<file path="src/rtl/uart_frame_pkg.sv">
// Shared types and constants for the UART telemetry frame packer.
// FRAME_CHECKSUM_EN adds a tenth byte (XOR checksum) ahead of CR LF.
package uart_frame_pkg;

    typedef enum logic [2:0] {
        ST_IDLE  = 3'd0,
        ST_LOAD  = 3'd1,
        ST_SEND  = 3'd2,
        ST_GUARD = 3'd3,
        ST_WAITB = 3'd4,
        ST_DONE  = 3'd5
    } state_t;

    typedef logic [3:0] idx_t;

    localparam logic [7:0] CR_BYTE        = 8'h0D;
    localparam logic [7:0] LF_BYTE        = 8'h0A;
    localparam int         FRAME_LEN_BASE = 9;

`ifdef FRAME_CHECKSUM_EN
    localparam int   FRAME_LEN = FRAME_LEN_BASE + 1;
    // Checksum occupies the slot right after data[23:16]
    localparam idx_t CSUM_IDX  = 4'd7;
`else
    localparam int   FRAME_LEN = FRAME_LEN_BASE;
`endif

    localparam idx_t LAST_IDX = idx_t'(FRAME_LEN - 1);

    function automatic logic [7:0] sat_inc8(input logic [7:0] v);
        return (v == 8'hFF) ? v : v + 8'h01;
    endfunction

endpackage

</file>
<file path="src/rtl/frame_byte_mux.sv">
// Combinational selection of the frame byte for a given index from the snapshot.
// With FRAME_CHECKSUM_EN the checksum takes slot 7 and CR/LF move down by one.
module frame_byte_mux
    import uart_frame_pkg::*;
#(
    parameter logic [7:0] HDR0 = 8'h61,
    parameter logic [7:0] HDR1 = 8'h62
) (
    input  idx_t        idx,
    input  logic [15:0] temp,
    input  logic [23:0] word,
`ifdef FRAME_CHECKSUM_EN
    input  logic [7:0]  csum,
`endif
    output logic [7:0]  frame_byte
);

    // Index-to-byte lookup
    always_comb begin
        frame_byte = 8'h00;
        case (idx)
            4'd0:    frame_byte = HDR0;
            4'd1:    frame_byte = HDR1;
            4'd2:    frame_byte = temp[7:0];
            4'd3:    frame_byte = temp[15:8];
            4'd4:    frame_byte = word[7:0];
            4'd5:    frame_byte = word[15:8];
            4'd6:    frame_byte = word[23:16];
`ifdef FRAME_CHECKSUM_EN
            4'd7:    frame_byte = csum;
            4'd8:    frame_byte = CR_BYTE;
            4'd9:    frame_byte = LF_BYTE;
`else
            4'd7:    frame_byte = CR_BYTE;
            4'd8:    frame_byte = LF_BYTE;
`endif
            default: frame_byte = 8'h00;
        endcase
    end

endmodule

</file>
<file path="src/rtl/uart_frame_packer.sv">
// Telemetry frame sequencer feeding async_transmitter one byte per TxD_start.
// Optional checksum byte is enabled by defining FRAME_CHECKSUM_EN.
module uart_frame_packer
    import uart_frame_pkg::*;
#(
    parameter logic [7:0] HDR0         = 8'h61,
    parameter logic [7:0] HDR1         = 8'h62,
    parameter int         GUARD_CYCLES = 2
) (
    input  logic        clk,
    input  logic        rst_n,
    input  logic        trigger,
    input  logic [15:0] temperature,
    input  logic [23:0] data,
    input  logic        tx_busy,
    output logic        tx_start,
    output logic [7:0]  tx_data,
    output logic        frame_busy,
    output logic        frame_done,
    output logic [7:0]  overrun_cnt
);

    localparam logic [3:0] GUARD_LAST = 4'(GUARD_CYCLES - 1);

    state_t      state_r;
    idx_t        idx_r;
    logic [3:0]  guard_cnt_r;
    logic [15:0] temp_r;
    logic [23:0] data_r;
    logic        tx_start_r;
    logic [7:0]  tx_data_r;
    logic        frame_busy_r;
    logic        frame_done_r;
    logic [7:0]  overrun_r;
    logic [7:0]  byte_s;
`ifdef FRAME_CHECKSUM_EN
    logic [7:0]  csum_r;
`endif

    frame_byte_mux #(
        .HDR0 (HDR0),
        .HDR1 (HDR1)
    ) u_mux (
        .idx        (idx_r),
        .temp       (temp_r),
        .word       (data_r),
`ifdef FRAME_CHECKSUM_EN
        .csum       (csum_r),
`endif
        .frame_byte (byte_s)
    );

    // Frame FSM with registered handshake outputs, snapshot and overrun counter
    always_ff @(posedge clk or negedge rst_n) begin
        if (!rst_n) begin
            state_r      <= ST_IDLE;
            idx_r        <= 4'd0;
            guard_cnt_r  <= 4'd0;
            temp_r       <= 16'h0000;
            data_r       <= 24'h000000;
            tx_start_r   <= 1'b0;
            tx_data_r    <= 8'h00;
            frame_busy_r <= 1'b0;
            frame_done_r <= 1'b0;
            overrun_r    <= 8'h00;
`ifdef FRAME_CHECKSUM_EN
            csum_r       <= 8'h00;
`endif
        end else begin
            tx_start_r   <= 1'b0;
            frame_done_r <= 1'b0;
            if (trigger && (state_r != ST_IDLE)) begin
                overrun_r <= sat_inc8(overrun_r);
            end
            case (state_r)
                ST_IDLE: begin
                    if (trigger) begin
                        temp_r       <= temperature;
                        data_r       <= data;
                        idx_r        <= 4'd0;
                        frame_busy_r <= 1'b1;
`ifdef FRAME_CHECKSUM_EN
                        csum_r       <= 8'h00;
`endif
                        state_r      <= ST_LOAD;
                    end
                end
                ST_LOAD: begin
                    tx_data_r <= byte_s;
                    state_r   <= ST_SEND;
                end
                ST_SEND: begin
                    if (!tx_busy) begin
                        tx_start_r  <= 1'b1;
                        guard_cnt_r <= 4'd0;
                        state_r     <= ST_GUARD;
`ifdef FRAME_CHECKSUM_EN
                        // Fold each byte ahead of the checksum slot as it goes out
                        if (idx_r < CSUM_IDX) begin
                            csum_r <= csum_r ^ tx_data_r;
                        end
`endif
                    end
                end
                ST_GUARD: begin
                    // The transmitter raises busy a cycle or so after the strobe
                    if (guard_cnt_r >= GUARD_LAST) begin
                        state_r <= ST_WAITB;
                    end else begin
                        guard_cnt_r <= guard_cnt_r + 4'd1;
                    end
                end
                ST_WAITB: begin
                    if (!tx_busy) begin
                        if (idx_r == LAST_IDX) begin
                            frame_done_r <= 1'b1;
                            state_r      <= ST_DONE;
                        end else begin
                            idx_r   <= idx_r + 4'd1;
                            state_r <= ST_LOAD;
                        end
                    end
                end
                ST_DONE: begin
                    frame_busy_r <= 1'b0;
                    state_r      <= ST_IDLE;
                end
                default: begin
                    frame_busy_r <= 1'b0;
                    state_r      <= ST_IDLE;
                end
            endcase
        end
    end

    assign tx_start    = tx_start_r;
    assign tx_data     = tx_data_r;
    assign frame_busy  = frame_busy_r;
    assign frame_done  = frame_done_r;
    assign overrun_cnt = overrun_r;

endmodule

</file>
<file path="config.mk">
export PLATFORM = sky130hd
export DESIGN_NAME = uart_frame_packer
export DESIGN_NICKNAME = d
export VERILOG_FILES = /design/src/rtl/uart_frame_pkg.sv /design/src/rtl/frame_byte_mux.sv /design/src/rtl/uart_frame_packer.sv
export SDC_FILE = /design/constraint.sdc
export NUM_CORES = 1
export LEC_CHECK = 0
export ABC_AREA = 1
export ABC_CLOCK_PERIOD_IN_PS = 1800
export BUFFER_PORTS_ARGS = -buffer_cell sky130_fd_sc_hd__buf_2
export CAP_MARGIN = 20
export CORE_UTILIZATION = 40
export DETAILED_ROUTE_END_ITERATION = 10
export MAX_ROUTING_LAYER = met4
export SYNTH_ARGS = -nofsm -noshare
export SYNTH_HDL_FRONTEND = slang
export SYNTH_SLANG_ARGS = --single-unit
</file>
<file path="constraint.sdc">
create_clock -name clk -period 1.8 [get_ports clk]
set_input_delay 0.09 -clock clk [delete_from_list [all_inputs] [get_ports clk]]
set_output_delay 0.09 -clock clk [all_outputs]
set_load 0.02 [all_outputs]
</file>
==> impl_results.md <==
* Synth area leader: dfrtp_1
* Buffers added on ports at 62
* Setup crit start kind: flip-flop
* Crit-path slowest cell: dfrtp_1
* Die width at 98.57 um
* Maximum clock frequency at 619.5 MHz
* Initial antenna violation count at 0
* Critical Path RT at 2.08 ns
* Min-Delay Path Class: in2reg
* Worst VDD drop at 0.0005928 V
* Post-DRT Antenna Nets at 0
* Max Cap Viol at 0
* Commonest cells post-synth: 177 x nand2_1, 70 x dfrtp_1, 58 x nand3_1
* Critical-path cell list: inv_1, ha_2, inv_1, nor2_2, nand2_1, nand2_1, inv_1, nand2_1, nand2_1, nand2_1
* Vias in the first global route at 3075
* Residual DRC at 0
* Via Count at 3278
* # fillers at 876
* Global-route wire length before repair at 14.79 mm
* Largest net degree at the start of global routing at 49
* Synthesized cell area at 3730 sq um
* Post-synthesis net count at 512
* Top-area cell type share of the netlist area at 46.96%
* Part of the cycle the worst path needs at 89.68%
* Via density at 4.885
* Seq/Total Area, Yosys at 46.96%
* Share of cells above drive strength 1 at 20.25%
* Final core occ at 52.83%
* Overflow after GRT at 0
* Worst Setup SP: idx_r[0]
* Die area at 9715 sq um
* Root buf cell: clkbuf_8
* Register area at 1752 sq um
* Area grow syn2layout at 25.93%
* Status: completed
* Skew final at 0.008265 ns
* Slew headroom at 63.12%
* Setup_tns at 0 ns
* WHS at 0.01422 ns
* Worst path arrival time at 1.90 ns
* Critical path type: reg2reg
* Initial Utilization at 41.95%
* Clock Sinks at 70
* Setup repair after global routing missed its margin: no
* Die height at 98.57 um
* Clock latency on the worst-skew pair at 0.35 ns
* Synth warn at 0
* Final WL at 8.632 mm
* HPWL after detailed placement at 5.941 mm
* Synth unique cells at 30
* Multi-input logic area at 1687 sq um
* Core area at 8891 sq um
* Final Max Tran Viols at 0
* R2R Path Start: idx_r[0]
* Ys async rst share at 100.0%
* Cells after synthesis at 460
* CP endpoint kind: flip-flop
* EDFF count, synth at 0
* Finished layout cell area at 4697 sq um
* GR Util All Layers at 19.75%
* Seq cells post-synth at 70
* Worst-Margin Slew at 0.5531 ns
* WL/cell at 12.86 um
* Drt first pass iters at 4
* Period minus WS final at 1.614 ns
* H-tree levels at 3
* Max Root-Sink Buffers at 2
* Crit-path max cell delay at 0.45 ns
* # nets final at 610
* # Post-CTS Setup Buffers at 0
* Power Dens Cells at 1379 nW/um^2
* Top_reg_cell synth: dfrtp_1
* Hold Fails Final Rpt at 0
* 1st-iter DRT viols at 146
* CTS clk-pin slew, worst paths at 0.08 ns
* Ports at 63
* Ant. Diodes at 0
* Post-DP Area at 4040 sq um
* CTS tree: yes
* Crit path max fanout at 12
* Mean post-synth cell area at 8.108 sq um
* CP dominant cell by count: nand2_1
* # setup viols final at 0
* Static Leakage at 2.494 nW
* Synth top area cells: dfrtp_1 47%, nand2_1 18%, nand3_1 7.8%
* Cell with the most instances after synthesis: nand2_1
* Placement Rows at 34
* Cts bufs inserted at 9
* Worst Min Path Start: data[17]
* Routability Congestion at 0.8328
-- worst paths after layout --
kind,end,slack [ns],cells after the start
max,tx_data[6],0.19,10
min reg2reg,temp_r[10],0.48,2
max reg2reg,tx_data[6],0.19,10
min in group asynchronous,overrun_cnt[0],0.27,2
max in group asynchronous,data_r[16],0.90,3
min,data_r[17],0.01,3
-- metrics by stage --
step / instances / setup slack (ns) / total power [W]
finish: 671 / 0.1857 / 0.006479
global route: 671 / 0.001990 / 0.006997
CTS: 670 / 0.09476 / 0.006506
detailed placement: 614 / 0.1193 / 0.004956
global placement: 614 / 0.1719 / 0.004879
floorplan: 460 / 0.4427 / 0.004530
-- critical path: cells and delay by family (launching register included) --
kind / cells / cell delay (ns)
simple gates: 6 / 0.46
fa+ha+maj: 1 / 0.35
flops: 1 / 0.45
buf+inv: 3 / 0.29
-- cell families (layout without fill, tap and decap cells) --
group           after synthesis  count (layout)  share of synthesized area, %
compound gates               16              16                         2.483
buf+inv                      51             154                         8.218
flops                        70              70                         46.96
xor+xnor                      9               9                         2.113
fa+ha+maj                     8               8                         2.684
simple gates                306             306                         37.54
-- cells in the final DEF (no fill, tap or decap), types with 5 or more instances in the layout --
| cell | Yosys | final |
|---|---|---|
| buf_2 | 5 | 62 |
| buf_4 | 4 | 5 |
| clkbuf_8 | 0 | 10 |
| dfrtp_1 | 70 | 70 |
| dlygate4sd3_1 | 0 | 41 |
| ha_1 | 8 | 6 |
| inv_1 | 24 | 24 |
| nand2_1 | 177 | 177 |
| nand3_1 | 58 | 58 |
| nand3_2 | 11 | 11 |
| nand4_1 | 17 | 17 |
| nor2_1 | 33 | 33 |
| o21ai_0 | 6 | 6 |
| xor2_1 | 5 | 5 |
-- layout make-up --
type / count / area share, %
clock buffer: 10 / 2.930
multi-input combinational: 339 / 35.91
tap: 108 / 2.877
timing repair buffer: 109 / 16.57
clock inverter: 6 / 1.998
sequential: 70 / 37.29
inverter: 29 / 2.424
-- repair_timing --
action,CTS,global route
resized for setup,0,3
endpoints found under the setup margin,0,10
endpoints found under the hold margin,62,1
hold buffers,40,1
-- routing by layer --
metal | share of wire (%) | wire length (um) | track usage (%) | vias to the layer above
met2 | 47 | 4038 | 29.31 | 59
li1 | - | - | - | 1663
met1 | 49 | 4217 | 27.03 | 1541
met4 | 1.7 | 144 | 7.463 | 0
met5 | 0 | 0 | - | -
met3 | 2.7 | 231 | 3.475 | 15
-- report_power, final --
group	internal, W	leakage [nW]	switching, W
Clock	0.000828	0.113	0.000643
Sequential	0.00219	0.891	0.000447
Combinational	0.000826	1.49	0.00155
Total	0.00384	2.49	0.00264
-- registers in the layout (all words and copies together), names as in the netlist --
name / flops
temp_r: 16
overrun_cnt: 8
idx_r: 4
data_r: 24
tx_start: 1
guard_cnt_r: 4
tx_data: 8
frame_done: 1
frame_busy: 1
state_r: 3
No activity file was read; power rests on OpenSTA's default activity.
